File: config.mk
export PLATFORM = sky130hd
export DESIGN_NAME = grid_occupancy_writer_flat
export DESIGN_NICKNAME = d
export VERILOG_FILES = /design/src/rtl/tower_grid_pkg.sv /design/src/rtl/grid_occupancy_writer_if.sv /design/src/rtl/tower_row_update.sv /design/src/rtl/grid_occupancy_writer.sv /design/src/flat_wrapper.sv
export SDC_FILE = /design/constraint.sdc
export NUM_CORES = 1
export LEC_CHECK = 0
export CORE_MARGIN = 10
export CORE_UTILIZATION = 44
export CTS_CLUSTER_SIZE = 24
export DETAILED_ROUTE_END_ITERATION = 12
export GPL_ROUTABILITY_DRIVEN = 1
export GPL_TIMING_DRIVEN = 0
export PLACE_DENSITY = 0.85
export SLEW_MARGIN = 10
export SYNTH_ARGS = -nofsm -noshare
export SYNTH_HDL_FRONTEND = slang
export SYNTH_SLANG_ARGS = --single-unit
File: constraint.sdc
create_clock -name clk -period 2.3 [get_ports clk]
set_clock_uncertainty 0.2 [all_clocks]
set_input_delay 0.23 -clock clk [delete_from_list [all_inputs] [get_ports clk]]
set_output_delay 0.23 -clock clk [all_outputs]
set_load 0.02 [all_outputs]
File: src/rtl/tower_grid_pkg.sv
// Shared definitions for the tower-grid occupancy memory: request/status
// encodings and default grid dimensions used by the writer and the placer datapath.
package tower_grid_pkg;

    localparam int GRID_COLS_DEF = 8;
    localparam int GRID_ROWS_DEF = 8;

    typedef enum logic [1:0] {
        OP_PLACE  = 2'b00,
        OP_REMOVE = 2'b01,
        OP_CLEAR  = 2'b10,
        OP_RSVD   = 2'b11
    } grid_op_e;

    typedef enum logic [1:0] {
        ST_OK       = 2'b00,
        ST_CONFLICT = 2'b01,
        ST_RANGE    = 2'b10,
        ST_ILLEGAL  = 2'b11
    } grid_status_e;

endpackage

File: src/rtl/grid_occupancy_writer_if.sv
// Request/response handshake between the game controller (master) and the
// occupancy writer (slave). Coordinate widths may exceed the grid to allow range checks.
interface grid_occupancy_writer_if #(
    parameter int X_W = 3,
    parameter int Y_W = 3
);
    logic           req_valid;
    logic           req_ready;
    logic [1:0]     req_op;
    logic [X_W-1:0] req_x;
    logic [Y_W-1:0] req_y;
    logic           rsp_valid;
    logic [1:0]     rsp_status;

    modport master (
        output req_valid, req_op, req_x, req_y,
        input  req_ready, rsp_valid, rsp_status
    );

    modport slave (
        input  req_valid, req_op, req_x, req_y,
        output req_ready, rsp_valid, rsp_status
    );
endinterface

File: src/rtl/tower_row_update.sv
// Combinational row edit: flags a place on an occupied cell or a remove on an
// empty cell, and produces the updated row word.
module tower_row_update
    import tower_grid_pkg::*;
#(
    parameter int GRID_COLS = GRID_COLS_DEF,
    parameter int X_W       = $clog2(GRID_COLS)
) (
    input  logic [GRID_COLS-1:0] row,
    input  logic [X_W-1:0]       x,
    input  logic [1:0]           op,
    output logic                 conflict,
    output logic [GRID_COLS-1:0] new_row
);

    logic [GRID_COLS-1:0] mask;
    logic                 hit;

    always_comb begin
        mask     = GRID_COLS'(1) << x;
        hit      = |(row & mask);
        conflict = 1'b0;
        new_row  = row;
        case (op)
            OP_PLACE: begin
                conflict = hit;
                new_row  = row | mask;
            end
            OP_REMOVE: begin
                conflict = ~hit;
                new_row  = row & ~mask;
            end
            default: ;
        endcase
    end

endmodule

File: src/rtl/grid_occupancy_writer.sv
// Read-modify-write front end of the row-per-word occupancy memory with a running
// tower count. Define GRID_CLEAR_EN to build the full-grid clear sweep for op 10.
module grid_occupancy_writer
    import tower_grid_pkg::*;
#(
    parameter int GRID_COLS = GRID_COLS_DEF,
    parameter int GRID_ROWS = GRID_ROWS_DEF,
    parameter int X_W       = $clog2(GRID_COLS),
    parameter int Y_W       = $clog2(GRID_ROWS)
) (
    input  logic                                   clk,
    input  logic                                   reset,
    grid_occupancy_writer_if.slave                 req_if,
    output logic [$clog2(GRID_ROWS)-1:0]           mem_addr,
    input  logic [GRID_COLS-1:0]                   mem_rdata,
    output logic [GRID_COLS-1:0]                   mem_wdata,
    output logic                                   mem_we,
    output logic [$clog2(GRID_ROWS*GRID_COLS+1)-1:0] tower_count
);

    localparam int AW = $clog2(GRID_ROWS);
    localparam int CW = $clog2(GRID_ROWS*GRID_COLS+1);

    localparam logic [CW-1:0] CNT_MAX  = CW'(GRID_ROWS*GRID_COLS);
    localparam logic [X_W:0]  COLS_LIM = (X_W+1)'(GRID_COLS);
    localparam logic [Y_W:0]  ROWS_LIM = (Y_W+1)'(GRID_ROWS);

    localparam logic [2:0] S_IDLE    = 3'd0;
    localparam logic [2:0] S_READ    = 3'd1;
    localparam logic [2:0] S_RD_WAIT = 3'd2;
    localparam logic [2:0] S_CHECK   = 3'd3;
    localparam logic [2:0] S_WRITE   = 3'd4;
    localparam logic [2:0] S_DONE    = 3'd6;
`ifdef GRID_CLEAR_EN
    localparam logic [2:0] S_CLEAR   = 3'd5;
    localparam logic [AW-1:0] LAST_ROW = AW'(GRID_ROWS-1);
`endif

    logic [2:0]           state;
    logic [1:0]           op_q;
    logic [X_W-1:0]       x_q;
    logic [Y_W-1:0]       y_q;
    logic [GRID_COLS-1:0] row_q;
    logic [1:0]           rsp_status_q;
    logic                 row_conflict;
    logic [GRID_COLS-1:0] row_next;
    logic                 op_illegal;
    logic                 out_of_range;

    assign req_if.req_ready  = (state == S_IDLE);
    assign req_if.rsp_valid  = (state == S_DONE);
    assign req_if.rsp_status = rsp_status_q;

    always_comb begin
        op_illegal = (req_if.req_op == OP_RSVD);
`ifndef GRID_CLEAR_EN
        op_illegal = op_illegal || (req_if.req_op == OP_CLEAR);
`endif
        out_of_range = ({1'b0, req_if.req_x} >= COLS_LIM) ||
                       ({1'b0, req_if.req_y} >= ROWS_LIM);
    end

    tower_row_update #(
        .GRID_COLS (GRID_COLS),
        .X_W       (X_W)
    ) u_row_update (
        .row      (row_q),
        .x        (x_q),
        .op       (op_q),
        .conflict (row_conflict),
        .new_row  (row_next)
    );

`ifdef GRID_CLEAR_EN
    logic [AW-1:0] clr_row;

    always_ff @(posedge clk or posedge reset) begin
        if (reset)
            clr_row <= '0;
        else if (state != S_CLEAR)
            clr_row <= '0;
        else
            clr_row <= clr_row + AW'(1);
    end
`endif

    always_ff @(posedge clk or posedge reset) begin
        if (reset) begin
            state        <= S_IDLE;
            op_q         <= '0;
            x_q          <= '0;
            y_q          <= '0;
            row_q        <= '0;
            rsp_status_q <= ST_OK;
            tower_count  <= '0;
        end else begin
            case (state)
                S_IDLE: begin
                    if (req_if.req_valid) begin
                        op_q <= req_if.req_op;
                        x_q  <= req_if.req_x;
                        y_q  <= req_if.req_y;
                        if (op_illegal) begin
                            rsp_status_q <= ST_ILLEGAL;
                            state        <= S_DONE;
                        end else if (out_of_range) begin
                            rsp_status_q <= ST_RANGE;
                            state        <= S_DONE;
`ifdef GRID_CLEAR_EN
                        end else if (req_if.req_op == OP_CLEAR) begin
                            state <= S_CLEAR;
`endif
                        end else begin
                            state <= S_READ;
                        end
                    end
                end
                S_READ: state <= S_RD_WAIT;
                S_RD_WAIT: begin
                    row_q <= mem_rdata;
                    state <= S_CHECK;
                end
                S_CHECK: begin
                    if (row_conflict) begin
                        rsp_status_q <= ST_CONFLICT;
                        state        <= S_DONE;
                    end else begin
                        state <= S_WRITE;
                    end
                end
                S_WRITE: begin
                    // saturate rather than wrap if memory and count ever disagree
                    if (op_q == OP_PLACE) begin
                        if (tower_count != CNT_MAX)
                            tower_count <= tower_count + CW'(1);
                    end else if (tower_count != '0) begin
                        tower_count <= tower_count - CW'(1);
                    end
                    rsp_status_q <= ST_OK;
                    state        <= S_DONE;
                end
`ifdef GRID_CLEAR_EN
                S_CLEAR: begin
                    if (clr_row == LAST_ROW) begin
                        tower_count  <= '0;
                        rsp_status_q <= ST_OK;
                        state        <= S_DONE;
                    end
                end
`endif
                S_DONE:  state <= S_IDLE;
                default: state <= S_IDLE;
            endcase
        end
    end

    // memory port is decoded from state so an async reset drops mem_we at once
    always_comb begin
        mem_we    = 1'b0;
        mem_addr  = '0;
        mem_wdata = '0;
        case (state)
            S_READ: mem_addr = y_q[AW-1:0];
            S_WRITE: begin
                mem_we    = 1'b1;
                mem_addr  = y_q[AW-1:0];
                mem_wdata = row_next;
            end
`ifdef GRID_CLEAR_EN
            S_CLEAR: begin
                mem_we   = 1'b1;
                mem_addr = clr_row;
            end
`endif
            default: ;
        endcase
    end

endmodule

File: src/flat_wrapper.sv
// flat-port wrapper written by rule: the top's interface ports become plain ports
module grid_occupancy_writer_flat import tower_grid_pkg::*;
#(
    parameter int GRID_COLS = GRID_COLS_DEF,
    parameter int GRID_ROWS = GRID_ROWS_DEF,
    parameter int X_W       = $clog2(GRID_COLS),
    parameter int Y_W       = $clog2(GRID_ROWS)
)
  (clk, reset, mem_addr, mem_rdata, mem_wdata, mem_we, tower_count, req_if_req_valid, req_if_req_op, req_if_req_x, req_if_req_y, req_if_req_ready, req_if_rsp_valid, req_if_rsp_status);
  grid_occupancy_writer_if #(.X_W(X_W), .Y_W(Y_W)) req_if_i ();
  input  logic clk;
  input  logic reset;
  output logic [$clog2(GRID_ROWS)-1:0] mem_addr;
  input  logic [GRID_COLS-1:0] mem_rdata;
  output logic [GRID_COLS-1:0] mem_wdata;
  output logic mem_we;
  output logic [$clog2(GRID_ROWS*GRID_COLS+1)-1:0] tower_count;
  input wire logic [$bits(req_if_i.req_valid)-1:0] req_if_req_valid;
  input wire logic [$bits(req_if_i.req_op)-1:0] req_if_req_op;
  input wire logic [$bits(req_if_i.req_x)-1:0] req_if_req_x;
  input wire logic [$bits(req_if_i.req_y)-1:0] req_if_req_y;
  output wire logic [$bits(req_if_i.req_ready)-1:0] req_if_req_ready;
  output wire logic [$bits(req_if_i.rsp_valid)-1:0] req_if_rsp_valid;
  output wire logic [$bits(req_if_i.rsp_status)-1:0] req_if_rsp_status;
  assign req_if_i.req_valid = req_if_req_valid;
  assign req_if_i.req_op = req_if_req_op;
  assign req_if_i.req_x = req_if_req_x;
  assign req_if_i.req_y = req_if_req_y;
  assign req_if_req_ready = req_if_i.req_ready;
  assign req_if_rsp_valid = req_if_i.rsp_valid;
  assign req_if_rsp_status = req_if_i.rsp_status;
  grid_occupancy_writer #(.GRID_COLS(GRID_COLS), .GRID_ROWS(GRID_ROWS), .X_W(X_W), .Y_W(Y_W)) u_core (.clk(clk), .reset(reset), .req_if(req_if_i), .mem_addr(mem_addr), .mem_rdata(mem_rdata), .mem_wdata(mem_wdata), .mem_we(mem_we), .tower_count(tower_count));
endmodule
# [After elaboration in Yosys (flattened, before gate mapping)]
# Cells that the tools add are included.
# W data, S select, Z words.
[totals] reg_bits=28 input_bits=19 out_inout_bits=23 elab_cells=55
[classes] add_sub_neg=2 n_eq_ne=13 shifts=1 mux=16 bitwise_logic=5 n_reduce_logical=11
[op_table] operator="$mux W7" n=3
[op_table] operator="$and A8 B8 Y8" n=2
[op_table] operator="$pmux W8 S2" n=1
[op_table] operator="$pmux W3 S5" n=1
[op_table] operator="$mux W3" n=3
[op_table] operator="$mux W2" n=4
[op_table] operator="$mux W8" n=1
[op_table] operator="$not A8 Y8" n=1
[op_table] operator="$or A8 B8 Y8" n=1
[op_table] operator="$reduce_or A8 Y1" n=1
[op_table] operator="$shl A1 B3 Y8 const A" n=1
[op_table] operator="$add A7 B1 Y7 const B" n=1
[op_table] operator="$ne A7 B7 Y1 const B" n=1
[op_table] operator="$reduce_bool A7 Y1" n=1
[op_table] operator="$sub A7 B1 Y7 const B" n=1
[op_table] operator="$eq A3 B2 Y1 const B" n=2
[op_table] operator="$eq A3 B3 Y1 const B" n=2
[op_table] operator="$pmux W2 S3" n=1
[op_table] operator="$eq A2 B2 Y1 const B" n=2
[op_table] operator="$ne A2 B1 Y1 const B" n=2
[op_table] operator="$ne A2 B2 Y1 const B" n=2
[op_table] operator="$reduce_and A4 Y1" n=1
[op_table] operator="$eq A3 B1 Y1 const B" n=1
[op_table] operator="$logic_not A3 Y1" n=1
[op_table] operator="11 further kinds" n=11

# [Logic depth before layout (Yosys ltp)]
[logic_depth] word_depth=7 depth_mapped=9 mapped_depth_nobuf=8

# [Modules after synthesis]
# A second synthesis with hierarchy kept.
[hier_totals] hier_cells=172 area_unflattened_um2=1740.4
[modules_own_cells] mod="grid_occupancy_writer" n_inst=1 cells_per_inst=137 area_per_inst_um2=1485.2 seq_area_each_um2=700.7
[modules_own_cells] mod="tower_row_update" n_inst=1 cells_per_inst=35 area_per_inst_um2=255.2 seq_area_each_um2=0.0

# [Least setup slack after synthesis]
# No wires, ideal clock.
[synth_timing] path_type="register -> register" startpoint="register u_core.op_q[1]" endpoint="register u_core.tower_count[6]" setup_time_ns=0.080 t_arrival_ns=2.122 required_ns=2.020 setup_slack_ns=-0.102 path_stages_with_launch=10 n_path_buf=1 synth_period_minus_slack_ns=2.402 path_cell_list="dfrtp_1 -> clkbuf_1 -> nor2_1 -> inv_1 -> fa_1 -> a211oi_1 -> o21bai_1 -> a21oi_1 -> mux2i_1 -> xor2_1"
[synth_via] elab_chain_cells=3
[synth_lines] item="from (decl)" line_no="grid_occupancy_writer.sv:40" text="logic [1:0] op_q;"
[synth_lines] item="from (signal assigned)" line_no="grid_occupancy_writer.sv:100" text="op_q <= req_if.req_op;"
[synth_lines] item="$logic_not A2 Y1 (*)" line_no="grid_occupancy_writer.sv:133" text="if (op_q == OP_PLACE) begin"
[synth_lines] item="$ne A2 B2 Y1 (no source line) or $reduce_bool A2 Y1 (tied branches)"
[synth_lines] item="$reduce_and A3 Y1 (no source line)"
[synth_lines] item="to (signal assigned)" line_no="grid_occupancy_writer.sv:135" text="tower_count <= tower_count + CW'(1);"
[synth_lines] item="to (signal assigned)" line_no="grid_occupancy_writer.sv:137" text="tower_count <= tower_count - CW'(1);"
[synth_lines] item="to (decl)" line_no="grid_occupancy_writer.sv:18" text="output logic [$clog2(GRID_ROWS*GRID_COLS+1)-1:0] tower_count"
# Every way passes the cells marked *; elsewhere a longest branch is shown, timed or not.
# A chain may end at the register's enable or synchronous reset.

# [Final worst setup path]
# Same ends and word-level chain as after synthesis.

==> qor.yml <==
status:
  status: "complete, but fails checks"
  violations: "negative setup slack"
place:
  hpwlAfterDp_um: 2980
  portBuffers: 41
  dp_cells: 258
  gp_congestion: 0.838
setup_path:
  crit_cells: 9
  critical_path_class: "reg2reg"
  path_delay_family: "compound AO/OA/AOI/OAI gates"
  critical_path.max_stage_delay_ns: 0.39
  cp_slowest_cell: "dfrtp_1"
  cp-startpoint: "u_core.op_q[1]$_DFFE_PP0P_"
  worstRegToRegCells: 9
  crit_chain: "clkbuf_8 > nor2_4 > inv_4 > fa_2 > a211oi_4 > o21bai_1 > a21oi_2 > mux2i_1 > xor2_1"
  startpoint_type: "register"
  endpoint_kind: "register"
  crit_required_ns: 2.31
  arrival_ns: 2.36
  crit_end: "u_core.tower_count[6]$_DFFE_PP0P_"
  path_buf_inv: 2
  crit_fanout: 7
  rr_endpoint: "u_core.tower_count[6]$_DFFE_PP0P_"
  reg2reg_from: "u_core.op_q[1]$_DFFE_PP0P_"
  r2r_slack_ns: -0.06
floorplan:
  initial_core_util_pct: 46.0
  coreArea_um2: 3720
  io_pins: 42
  dieArea_um2: 6770
  die_w_um: 82.3
  die_h_um: 82.3
  rows: 22
clock_tree:
  clk_pin_slew_worst_paths_ns: 0.09
  htree_levels: 1
  holdBufCountCts: 0
  cts_tree: "done"
  clockBufferDepth: 2
  clockRootBuffer: "clkbuf_8"
  cts_made_buffers: 3
  clock_latency_ns: 0.28
  numClockSinks: 28
detailed_routing:
  ant_nets: 0
  routed_wl_um: 4390
  drt_iter0_markers: 119
  dr_total_vias: 1491
  drc_errors: 0
  firstDrtPassIters: 5
  viasPerCell: 5.48
  post_drt_wl_per_cell_um: 16.1
power_and_ir_drop:
  peakVddDrop_uv: 827
  powerDensity_nw_per_um2: 1580
  total_leakage_power_uw: 0.00106
global_routing:
  grtUsageTotal_pct: 12.8
  grt_pass1_wl_um: 7080
  grt_antenna_before_repair: 0
  grt_overflow: 0
  grt_max_degree: 29
  grt_pass1_vias: 1555
timing:
  rsz0062_at_grt: "true"
  slew_viol_final: 0
  max_freq_ghz: 0.425
  hold_viol_final: 0
  tns_ns: -0.0556
  setup_viol: 1
  finalCriticalPeriod_ns: 2.36
  worst_slack_ns: -0.0556
  relSlewSlack_pct: 29.3
  worstMarginPinSlew_ns: 1.06
  period_share_pct: 102
synth:
  syn_area_um2: 1710
  ys_ff_latch: 28
  yosys_warnings: 0
  ys_seq_area_share_pct: 41.0
  syn-num-nets: 194
  avgSynthCellArea_um2: 10.1
  synth_cell_type_count: 41
  yosys-top-cells-area: "dfrtp_1 (41%), mux2_2 (11%), a21oi_1 (4.1%)"
  synthCells: 169
  synth_largest_area_cell: "dfrtp_1"
  synth_top_area_share_pct: 41.0
final_layout:
  diodes: 0
  final_cells: 272
  nFillCells: 293
  final_core_util_pct: 65.4
  multi_input_area_um2: 1030
  nNetsFinal: 250
  layout-drive-gt1-share_pct: 31.7
  area_growth_pct: 42.3
  seq_area_um2: 703
  layout_commonest_cell: "clkdlybuf4s50_1"
  layout_common_cells: "clkdlybuf4s50_1 (29), dfrtp_1 (26), mux2_2 (16), buf_4 (13), o21ai_0 (11)"
worst_hold_path:
  holdCritPathClass: "reg2reg"
run:
  drv_cap: 0
[power breakdown]
| part | internal [uW] | leakage (uW) | total, uW | switching, uW |
|---|---|---|---|---|
| sequential | 746 | 0.000333 | 1020 | 270 |
| clock | 153 | 0.0000288 | 305 | 152 |
| combinational | 1280 | 0.000696 | 2510 | 1220 |
[metal layers]
metal / GRT usage, % / up-vias / routed length, um
met1: 15.0 / 709 / 1810
li1: - / 724 / -
met2: 21.4 / 51 / 2170
met4: 2.89 / 0 / 61
met5: 0 / - / 0
met3: 5.29 / 7 / 350
[worst register-to-register path, cell delays in order (launching register included)]
cell,delay (ns)
dfrtp_1,0.39
clkbuf_8,0.16
nor2_4,0.12
inv_4,0.08
fa_2,0.39
a211oi_4,0.25
o21bai_1,0.12
a21oi_2,0.17
mux2i_1,0.25
xor2_1,0.16
[repair_timing]
| item | CTS | global route |
|---|---|---|
| endpoints found under the setup margin | 11 | 11 |
| buffers inserted | 9 | 2 |
| pin swaps | 9 | 3 |
| gates resized for setup | 49 | 20 |
[Yosys cell counts]
master and instances:
or4_2 4, o31ai_1 5, fa_1 1, and3_1 1, a21oi_1 14, a31oi_1 1
and3b_1 1, nor4bb_1 1, or3_1 4, o21bai_1 1, nor2b_1 1, or2b_1 1
mux2i_1 5, xnor2_1 4, nor3b_2 1, o21ai_1 2, dfrtp_1 28, a211oi_1 1
nand2b_1 2, mux2_2 16, a21o_1 2, xor2_1 1, and2_1 4, or4_1 1
nand2_1 10, o21ai_0 12, clkbuf_1 4, buf_6 4, a311oi_1 1, inv_1 7
nor2_1 10, o311ai_0 1, nand3b_1 1, or4b_2 1, nor3_1 5, ha_1 5
nor4_1 1, mux2i_2 1, mux4_2 1, nand3_1 2, nand4_1 1
[flip-flops by register name, indices dropped and copies added, names as in the netlist]
register and count:
u_core.row_q 8, u_core.x_q 3, u_core.tower_count 7, u_core.req_if.rsp_status 2, u_core.op_q 2, u_core.state 3, u_core.y_q 3
[cell families after synthesis]
logic type	after synthesis	share of synthesized area, %
compound gates	40	13.6
xor+xnor	5	2.56
fa+ha+maj	6	4.84
buf+inv	15	5.05
flops	28	41.0
mux	23	15.6
simple gates	52	17.4
[per-stage QoR]
stage | setup slack (ns) | cell area [um^2] | hold WS (ns) | total power (uW)
final | -0.0556 | 2430 | 0.305 | 3830
after global routing | -0.120 | 2430 | 0.335 | 4120
after CTS | -0.0145 | 2380 | 0.310 | 3650
after detailed placement | -0.282 | 2200 | 0.288 | 3070
after global placement | -0.285 | 2200 | 0.286 | 3000
after floorplan | -0.0111 | 1730 | 0.0954 | 2460
[worst min-delay path by stage]
stage / slack (ns) / depth (start not counted) / to / startpoint
finish: 0.30 / 1 / u_core.y_q[0]$_DFFE_PP0P_ / u_core.y_q[0]$_DFFE_PP0P_
global route: 0.34 / 1 / u_core.y_q[2]$_DFFE_PP0P_ / u_core.y_q[2]$_DFFE_PP0P_
CTS: 0.31 / 1 / u_core.y_q[0]$_DFFE_PP0P_ / u_core.y_q[0]$_DFFE_PP0P_
detailed placement: 0.29 / 1 / u_core.y_q[0]$_DFFE_PP0P_ / u_core.y_q[0]$_DFFE_PP0P_
global placement: 0.29 / 1 / u_core.y_q[0]$_DFFE_PP0P_ / u_core.y_q[0]$_DFFE_PP0P_
floorplan: 0.1 / 1 / u_core.op_q[0]$_DFFE_PP0P_ / reset
[layout make-up]
cell class	count	share of cell area, %
Multi-Input combinational cell	126	42.4
Sequential cell	28	28.9
Timing Repair Buffer	52	19.9
Buffer	7	2.88
Tap cell	48	2.47
Clock buffer	4	2.27
Inverter	7	1.18
Power figures use the tool's default switching activity.
